==> config.mk <==
export PLATFORM = sky130hd
export DESIGN_NAME = csa64_eqg
export DESIGN_NICKNAME = d
export VERILOG_FILES = /design/src/rtl/csa_pkg.sv /design/src/rtl/csa_group.sv /design/src/rtl/csa64_eqg.sv
export SDC_FILE = /design/constraint.sdc
export NUM_CORES = 1
export LEC_CHECK = 0
export BUFFER_PORTS_ARGS = -buffer_cell sky130_fd_sc_hd__buf_2
export CAP_MARGIN = 20
export CORE_ASPECT_RATIO = 1.5
export CORE_UTILIZATION = 44
export DETAILED_ROUTE_END_ITERATION = 7
export PLACE_DENSITY = 0.82
export SYNTH_ARGS = -nofsm -noshare
export SYNTH_HDL_FRONTEND = slang
export SYNTH_SLANG_ARGS = --single-unit
==> constraint.sdc <==
create_clock -name clock -period 0.8 [get_ports clock]
set_input_delay 0.12 -clock clock [delete_from_list [all_inputs] [get_ports clock]]
set_output_delay 0.12 -clock clock [all_outputs]
set_load 0.01 [all_outputs]
==> src/rtl/csa_pkg.sv <==
// Shared widths and word type for the 64-bit carry-select adder tile.
// Pure declarations; no logic, no latency, no flow control.
// Default build leaves CSA64_EQG_INPUT_REG_EN undefined.
package csa_pkg;

    localparam int CSA_WIDTH = 64;
    localparam int CSA_GROUP = 8;
    localparam int CSA_NGRP  = CSA_WIDTH / CSA_GROUP;

    typedef logic [CSA_WIDTH-1:0] csa_word_t;

endpackage

==> src/rtl/csa_group.sv <==
// One carry-select group: ripple sums for carry-in 0 and carry-in 1 side by side.
// Combinational, zero latency; no handshake or backpressure.
module csa_group
    import csa_pkg::*;
#(
    parameter int GROUP = CSA_GROUP
) (
    input  logic [GROUP-1:0] a_i,
    input  logic [GROUP-1:0] b_i,
    output logic [GROUP-1:0] sum0_o,
    output logic             cout0_o,
    output logic [GROUP-1:0] sum1_o,
    output logic             cout1_o
);

    logic [GROUP:0] c0;
    logic [GROUP:0] c1;

    always_comb begin
        c0     = '0;
        c1     = '0;
        c1[0]  = 1'b1;
        sum0_o = '0;
        sum1_o = '0;
        for (int i = 0; i < GROUP; i++) begin
            sum0_o[i] = a_i[i] ^ b_i[i] ^ c0[i];
            c0[i+1]   = (a_i[i] & b_i[i]) | (c0[i] & (a_i[i] ^ b_i[i]));
            sum1_o[i] = a_i[i] ^ b_i[i] ^ c1[i];
            c1[i+1]   = (a_i[i] & b_i[i]) | (c1[i] & (a_i[i] ^ b_i[i]));
        end
    end

    assign cout0_o = c0[GROUP];
    assign cout1_o = c1[GROUP];

endmodule

==> src/rtl/csa64_eqg.sv <==
// 64-bit unsigned carry-select adder, equal groups, registered {crout,sum}.
// Latency 1 clock; 2 clocks with CSA64_EQG_INPUT_REG_EN defined (operand registers).
// No handshake: one addition accepted every clock, never stalls.
module csa64_eqg
    import csa_pkg::*;
#(
    parameter int WIDTH = CSA_WIDTH,
    parameter int GROUP = CSA_GROUP
) (
    input  logic             clock,
    input  logic             reset,
    input  logic [WIDTH-1:0] op1,
    input  logic [WIDTH-1:0] op2,
    output logic [WIDTH-1:0] sum,
    output logic             crout
);

    localparam int NGRP = WIDTH / GROUP;

    logic [WIDTH-1:0] add_a;
    logic [WIDTH-1:0] add_b;

`ifdef CSA64_EQG_INPUT_REG_EN
    logic [WIDTH-1:0] op1_q;
    logic [WIDTH-1:0] op2_q;

    always_ff @(posedge clock or negedge reset) begin
        if (!reset) begin
            op1_q <= '0;
            op2_q <= '0;
        end else begin
            op1_q <= op1;
            op2_q <= op2;
        end
    end

    assign add_a = op1_q;
    assign add_b = op2_q;
`else
    assign add_a = op1;
    assign add_b = op2;
`endif

    logic [NGRP-1:0][GROUP-1:0] gsum0;
    logic [NGRP-1:0][GROUP-1:0] gsum1;
    logic [NGRP-1:0]            gcout0;
    logic [NGRP-1:0]            gcout1;

    for (genvar g = 0; g < NGRP; g++) begin : g_grp
        csa_group #(
            .GROUP (GROUP)
        ) u_grp (
            .a_i     (add_a[g*GROUP +: GROUP]),
            .b_i     (add_b[g*GROUP +: GROUP]),
            .sum0_o  (gsum0[g]),
            .cout0_o (gcout0[g]),
            .sum1_o  (gsum1[g]),
            .cout1_o (gcout1[g])
        );
    end

    // gc[g] is the true carry into group g; gc[0] is tied low so group 0 is a plain ripple add.
    logic [NGRP:0]    gc;
    logic [WIDTH-1:0] sum_d;
    logic             crout_d;

    always_comb begin
        gc    = '0;
        sum_d = '0;
        for (int g = 0; g < NGRP; g++) begin
            sum_d[g*GROUP +: GROUP] = gc[g] ? gsum1[g]  : gsum0[g];
            gc[g+1]                 = gc[g] ? gcout1[g] : gcout0[g];
        end
        crout_d = gc[NGRP];
    end

    logic [WIDTH-1:0] sum_q;
    logic             crout_q;

    always_ff @(posedge clock or negedge reset) begin
        if (!reset) begin
            sum_q   <= '0;
            crout_q <= 1'b0;
        end else begin
            sum_q   <= sum_d;
            crout_q <= crout_d;
        end
    end

    assign sum   = sum_q;
    assign crout = crout_q;

endmodule

# After elaboration in Yosys (flattened, before gate mapping)
# Cells that the tools add are included.
# classes
order_cmp,0
n_mux,14
n_shift,0
bitwise_logic,457
n_addsub,0
n_eq_ne,0
n_div,0
reduce_logical,0
multipliers,0
# ops
operator,n
1-bit bitwise AND,169
1-bit bitwise XOR,169
1-bit bitwise OR,112
8-bit 2-to-1 mux,7
1-bit 2-to-1 mux,7
1-bit NOT,7
# totals
ramBits,0
ff_bits,65
mem_bits_ro,0
in_bits,130
word_cells,473
latchBits,0
memories,0

# Logic depth before layout (Yosys ltp)
# Gate-level depths: netlist of run 1.
# depth
word_depth,23
ltp_mapped,77

# By module
# Synthesis of run 1 repeated with hierarchy kept, for this count alone.
# hier_totals
hier_cells,476
hier_area_um2,5825.6
# by_module_without_submodules
mod,cells_each,area_each_um2,instances
csa64_eqg,252,3022.9,1
csa_group,28,350.3,8

# Worst setup path before layout of run 1
# No wires, ideal clock.
# synth_timing
kind,input port to flip-flop
from,input port op1[0]
to,register sum_q[63] (netlist: sum[63])
path_buffers,0
setup_slack_ns,-20.723
t_required_ns,0.736
cell_stages,75
setup_time_ns,0.064
t_arrival_ns,21.459
path_cell_list,ha_1 fa_1 fa_1 fa_1 fa_1 fa_1 fa_1 inv_1 fa_1 o21ai_0 fa_1 fa_1 fa_1 fa_1 fa_1 fa_1 inv_1 fa_1 [39 not listed] fa_1 fa_1 fa_1 fa_1 fa_1 fa_1 inv_1 fa_1 mux2i_1 fa_1 fa_1 fa_1 fa_1 fa_1 fa_1 inv_1 fa_1 inv_1
# synth_between
elab_chain_len,22
# synth_lines
item,line_no,rtl
"start, declared",csa64_eqg.sv:12,"input logic [WIDTH-1:0] op1,"
1-bit bitwise AND (2 in series),csa_group.sv:27,c0[i+1] = (a_i[i] & b_i[i]) | (c0[i] & (a_i[i] ^ b_i[i]));
1-bit bitwise OR,csa_group.sv:27,
1-bit bitwise AND,csa_group.sv:27,
1-bit bitwise OR,csa_group.sv:27,
1-bit bitwise AND,csa_group.sv:27,
1-bit bitwise OR,csa_group.sv:27,
1-bit bitwise AND,csa_group.sv:27,
1-bit bitwise OR,csa_group.sv:27,
1-bit bitwise AND,csa_group.sv:27,
1-bit bitwise OR,csa_group.sv:27,
1-bit bitwise AND,csa_group.sv:27,
1-bit bitwise OR,csa_group.sv:27,
1-bit bitwise AND,csa_group.sv:27,
1-bit bitwise OR,csa_group.sv:27,
1-bit 2-to-1 mux (6 in series),csa64_eqg.sv:72,gc[g+1] = gc[g] ? gcout1[g] : gcout0[g];
8-bit 2-to-1 mux,csa64_eqg.sv:71,sum_d[g*GROUP +: GROUP] = gc[g] ? gsum1[g] : gsum0[g];
via sum_d[63],csa64_eqg.sv:64,logic [WIDTH-1:0] sum_d;
"end signal, assigned",csa64_eqg.sv:85,sum_q <= sum_d;
"end, declared",csa64_eqg.sv:77,logic [WIDTH-1:0] sum_q;
# The timed path passes the listed nets, and every way through them passes these cells.

# Worst setup path in the final report of run 1
# Ends and elaborated chain as after synthesis.

==> impl_results.md, run 1 <==
- Seq/Total Area, Yosys: 49.9%
- Switch Pwr: 2.77 mW
- Post-Synthesis Cell Area: 3260 um^2
- CTS H-tree lvls: 3
- P_int: 6.65 mW
- Largest family of logic cells by synthesized area: adder cells
- Vias in the first global route: roughly 2,700
- Die Y: 107 um
- Sequential cell fraction of total power: 43.9%
- Status: finished, violations left
- Die Wd: between 70 and 80 um
- Setup WS pre-CTS: -19.84 ns
- Full die area: 7760 um^2
- Total power draw: 9.43 mW
- Inserted Diodes: 0
- Grt ovf: 0
- Ports: 195
- Area leader, netlist: dfrtp_1
- Yosys top cell area share: between 40% and 50%
- Synth Register Bits: 65
- Row count: 38
- DR vias: 2,304
- Switching fraction of total power: between 20% and 30%
- Sum of negative setup slack: -630.46 ns
- DRC viols: 0
- Worst setup EP type: flop
- Num CTS Buffers: 9
- # clock sinks: 65
- Fin crit share: 2500%
- Gpl congestion: 0.736
- Synth area leaders: dfrtp_1 50%, fa_1 34%, inv_1 6.0%
- P&R area growth vs syn: 53.1%
- Clk pwr share: 23.9%
- Period minus WS final: 20.00 ns
- Synth cell types: 11
- Final Hold Viols: 0
- Mux cell area share after synthesis: between 1 and 1.5%
- Avg Cell Area, Syn: ~16 um^2
- Worst Path Required: 1.08 ns
- Crit path max-delay cell type: fa_1
- Data arrival time of the worst path: 20.28 ns
- Compound-cell area share of the yosys netlist: 0.461%
- Pre-antenna DRT Iters: 4
- Post-Synthesis Cells: between 200 and 250
- Simple-gate share of the synthesized area: 0.346%
- Initial antenna violation count: 0
- CTS tree: done
- RSZ-0062 raised after global routing: yes
- Worst rel slew slack: 77.2%
- CP Class: in2reg
- Fraction of layout cells with a size suffix above 1: 70.5%
- Starting Density: 45.4%
- Slew Limit Fails: 0
- MaxCap Viol Count: 0
- Final-report setup violation count: approximately 130
- Final #Nets: 630
- DRT iter0 DRCs: 50
- Synth warn: 0
- Vias/cell: 4.34
- Peak VDD IR: ~0.0012 V
- Most frequent cell on the critical path: fa_2
- Top achievable clock speed: 50.0 MHz
- Worst-path clk slew: 0.06 ns
- CP startpoint kind: input pin
- GRT Total Usage: a little over a fifth
- Crit-path max cell delay: slightly below 0.4 ns
- Core region area: 7180 um^2
- Post-detail-place hpwl: 6220 um
- Total wire length: 7510 um
- Worst-path fanout max: 2
- Combinational power share: roughly a third
- Pwr/cell area: 1890 nW/um^2
- Max clock buf depth: 2
- Hold Crit Class: in2reg
- Clk root buf: clkbuf_8
- DRT antenna net count: 0
- Post-route cell area: 4990 um^2
- DP Area: 4580 um^2
- Post-synthesis xor/xnor area fraction: 1.88%
- Failing checks: negative setup slack
- DR WL/cell: 14.1 um
- Actual slew at the worst max-slew pin: around 0.34 ns
- Post-Syn Nets: 406
- Largest net degree at the start of global routing: 66
- Leakage power: 2.53 nW
- First-pass GRT wire length: 11,800 um
- Port Buf Inserts: 194
- Final core utilization: a little over two thirds
- Final worst-path setup slack: -19.20 ns
- Adder-Cell Fraction of Synth Area: 40.2%
-- metal layers --
layer  global-route usage, %  part of all wire [%]
met1                    19.8                    30
met2                    40.0                    58
met3                    8.43                   9.6
met4                    8.26                   2.4
met5                       0                     0
-- worst max-delay path, delay by kind of cell --
kind | cells | cell delay [ns]
adders and majority gates | 57 | 18.74
AOI/OAI and AO/OA | 3 | 0.18
buffers and inverters | 11 | 0.70
muxes | 4 | 0.37
and+or+nand+nor | 1 | 0.10
-- sequential cells by signal (all words and copies together) (netlist names) --
| signal | cells |
|---|---|
| crout | 1 |
| sum | 64 |
-- power by group through the flow --
stage,clock network [mW],logic [mW],registers [mW]
detailed placement,0,2.74,4.17
finish,2.25,3.03,4.14
CTS,2.35,2.95,4.13
floorplan,0,0.787,4.55
global placement,0,2.55,4.13
global route,2.46,3.38,4.21
-- final cells by class --
class | count | area, um^2
fillers | 491 | 2190
multi-input cells | 88 | 1650
flip-flops and latches | 65 | 1630
repair buffers | 213 | 1240
inverters | 52 | 195
clock buffers | 12 | 145
well taps | 100 | 125
clock inverters | 1 | 5.00
-- path summary, 6_finish.rpt --
kind                         start                end  slack (ns)  cells after the start
hold / removal             op2[54]  sum[54]$_DFF_PN0_        0.09                      2
setup / recovery            op1[0]  sum[63]$_DFF_PN0_      -19.20                     76
max in group asynchronous    reset   sum[7]$_DFF_PN0_        0.18                      3
min in group asynchronous    reset  sum[22]$_DFF_PN0_        0.34                      3
-- timing repair --
item | in CTS | in global routing
hold buffers | 2 | 0
buffers inserted | 7 | 3
setup endpoints to repair | 128 | 128
pin swaps | 3 | 4
hold endpoints to repair | 66 | 0
gates resized for setup | 25 | 13
-- kinds of logic after synthesis --
kind of cell	Yosys count
muxes	4
and+or+nand+nor	3
DFF	65
AOI/OAI and AO/OA	3
buffers and inverters	52
xor gates and xnor gates	7
adders and majority gates	71
-- cells in the final DEF, fill, tap and decap left out --
| master | instances |
|---|---|
| buf_2 | 180 |
| buf_4 | 11 |
| xor2_1 | 1 |
| xnor2_2 | 3 |
| clkbuf_8 | 10 |
| inv_1 | 38 |
| mux2i_2 | 2 |
| inv_2 | 14 |
| xnor2_1 | 3 |
| mux2i_1 | 1 |
| ha_4 | 1 |
| nand2_2 | 2 |
| o21ai_2 | 2 |
| mux2i_4 | 1 |
| nor2_4 | 1 |
| a21oi_2 | 1 |
| clkbuf_1 | 2 |
| fa_2 | 55 |
| fa_1 | 1 |
| dfrtp_1 | 65 |
| buf_6 | 19 |
| ha_1 | 14 |
| buf_12 | 1 |
| clkinv_2 | 1 |
| dlygate4sd3_1 | 2 |
-- stage by stage --
step	cells	hold WS, ns
6_report	531	0.0897
5_1_grt	531	0.0681
4_1_cts	528	0.0597
3_5_place_dp	506	0.169
3_3_place_gp	506	0.162
2_1_floorplan	205	-0.176
-- cells in the mapped netlist --
| library cell | n |
|---|---|
| a21oi_1 | 1 |
| xor2_1 | 1 |
| ha_1 | 15 |
| xnor2_1 | 6 |
| inv_1 | 52 |
| fa_1 | 56 |
| nand2_1 | 2 |
| dfrtp_1 | 65 |
| o21ai_0 | 2 |
| mux2i_1 | 4 |
| nor2_1 | 1 |
Note: power is estimated with default switching activity, not from simulation.
==> inputs of run 2 (changes only) <==
--- a/config.mk
+++ b/config.mk
@@ -11,6 +11,7 @@
 export CORE_UTILIZATION = 44
 export DETAILED_ROUTE_END_ITERATION = 7
 export PLACE_DENSITY = 0.82
+export SKIP_LAST_GASP = 1
 export SYNTH_ARGS = -nofsm -noshare
 export SYNTH_HDL_FRONTEND = slang
 export SYNTH_SLANG_ARGS = --single-unit
==> run 2 against run 1 <==
Worst hold slack is the same. Final cell count stayed put. Via count about the same. Core utilization barely moved. Sequential share of layout area about the same. Die area is the same. Wire length shrank 0.39%. First-iteration DRC count is the same. The flow still finishes with violations (negative setup slack).
==> impl_results.md, run 2 (synthesis results as in run 1) <==
- Status: finished, violations left
- Failing checks: negative setup slack
- Core region area: between 7000 and 8000 um^2
- Final-report setup violation count: 128
- Final Hold Viols: 0
- Top achievable clock speed: 50.0 MHz
- DR vias: 2,303
- DRT iter0 DRCs: 50
- Clk root buf: clkbuf_8
- Placed cell count: 506
- Fraction of layout cells with a size suffix above 1: 70.3%
- Leakage power: 2.53 nW
- DRT antenna net count: 0
- Worst-path fanout max: 2
- Switching fraction of total power: 29.4%
- CTS H-tree lvls: 3
- Crit path max-delay cell type: fa_1
- Final #Nets: 630
- Critical hold path startpoint: op2[54]
- Worst rel slew slack: 77.2%
- Full die area: 7760 um^2
- Port Buf Inserts: 194
- Starting Density: 45.4%
- MaxCap Viol Count: 0
- Post-detail-place hpwl: 6220 um
- Grt ovf: 0
- GRT Total Usage: 21.2%
- Vias in the first global route: approximately 2,700
- Fin crit share: 2500%
- Register Area: roughly 1600 um^2
- Area of the multi-input gates: 1650 um^2
- Post-route insts no fill: 531
- Slew Limit Fails: 0
- Most frequent cell on the critical path: fa_2
- Sequential cell fraction of total power: 44.0%
- Worst-path clk slew: 0.06 ns
- Endpoint of the worst hold path: sum[54]$_DFF_PN0_
- DR WL/cell: about 14 um
- Post-route cell area: 4980 um^2
- Clk pwr share: 23.9%
- Gpl congestion: 0.736
- Max clock buf depth: 2
- Filler Cell Count: 490
- Worst setup EP type: flop
- Row count: 38
- Worst Hold Depth: 2
- Pre-antenna DRT Iters: 4
- Combinational power share: around a third
- DRC viols: 0
- # clock sinks: between 60 and 70
- Ports: 195
- Most frequent cells in the layout: 180 x buf_2, 65 x dfrtp_1, 55 x fa_2, 38 x inv_1, 19 x buf_6
- Die Y: 107 um
- Total wire length: ~7500 um
- P&R area growth vs syn: 53.0%
- Crit-path max cell delay: between 0.3 and 0.4 ns
- RSZ-0062 raised after global routing: yes
- Inserted Diodes: 0
- Num CTS Buffers: 9
- Die Wd: 72.3 um
- Data arrival time of the worst path: 20.27 ns
- First-pass GRT wire length: 11,800 um
- Peak VDD IR: 0.00124 V
- Worst Path Required: 1.08 ns
- P_int: 6.65 mW
- CP startpoint kind: input pin
- Number of flip-flops in the largest register: 64
- CTS tree: done
- Initial antenna violation count: 0
- CP Class: in2reg
- Vias/cell: 4.34
- Pwr/cell area: about 1900 nW/um^2
- Switch Pwr: 2.77 mW
- Hold Crit Class: in2reg
- Largest net degree at the start of global routing: 66
- Period minus WS final: 20.00 ns
- Actual slew at the worst max-slew pin: 0.343 ns
- DP Area: 4580 um^2
- Commonest non-fill, non-tap cell in the layout: buf_2
- Final worst-path setup slack: -19.20 ns
[run 2: worst max-delay path by stage]
| stage | end | startpoint | slack (ns) |
|---|---|---|---|
| floorplan | sum[63]$_DFF_PN0_ | op1[0] | -18.99 |
| global placement | sum[63]$_DFF_PN0_ | op2[0] | -19.45 |
| detailed placement | sum[63]$_DFF_PN0_ | op2[0] | -19.84 |
| CTS | sum[63]$_DFF_PN0_ | op2[0] | -19.29 |
| global route | sum[63]$_DFF_PN0_ | op1[0] | -19.77 |
| finish | sum[63]$_DFF_PN0_ | op2[0] | -19.20 |
[run 2: layout make-up]
cell class | instances | share of cell area [%]
clock buffers | 12 | 2.91
clock inverters | 1 | 0.100
inverters | 52 | 3.92
multi-input cells | 88 | 33.1
flip-flops and latches | 65 | 32.6
well taps | 100 | 2.51
repair buffers | 213 | 24.8
[run 2: repair_timing]
action / 4_1_cts / 5_1_grt
hold buffers: 2 / 0
setup buffers: 7 / 3
hold endpoints to repair: 66 / 0
gates resized for setup: 25 / 12
setup endpoints to repair: 128 / 128
pin swaps: 3 / 4
[run 2: layer usage]
metal	vias up	share of wire, %	global-route usage [%]	wire length, um
li1	1027	-	-	-
met1	1122	30	19.8	2270
met2	138	58	40.0	4320
met5	-	0	0	0
met4	0	2.4	8.26	180
met3	16	9.6	8.43	716
[run 2: power groups by stage]
stage / logic, mW / registers, mW / clock network (mW)
2_1_floorplan: 0.787 / 4.55 / 0
3_3_place_gp: 2.55 / 4.13 / 0
3_5_place_dp: 2.74 / 4.17 / 0
4_1_cts: 2.95 / 4.13 / 2.35
5_1_grt: 3.37 / 4.21 / 2.46
6_report: 3.03 / 4.14 / 2.25
[run 2: worst max-delay path: cells and delay by family]
family,cells,cell delay [ns]
fa+ha+maj,57,18.74
compound gates,3,0.18
mux,4,0.37
simple gates,1,0.10
buf+inv,11,0.70
[run 2: through the flow]
stage	hold WS (ns)	utilization, %	total power, mW	setup TNS, ns	setup slack, ns
2_1_floorplan	-0.176	-	5.34	-618.37	-18.99
3_3_place_gp	0.162	63.8	6.68	-636.88	-19.45
3_5_place_dp	0.169	63.8	6.91	-652.02	-19.84
4_1_cts	0.0597	68.4	9.43	-634.35	-19.29
5_1_grt	0.0681	69.4	10.0	-650.69	-19.77
6_report	0.0897	69.4	9.42	-630.44	-19.20
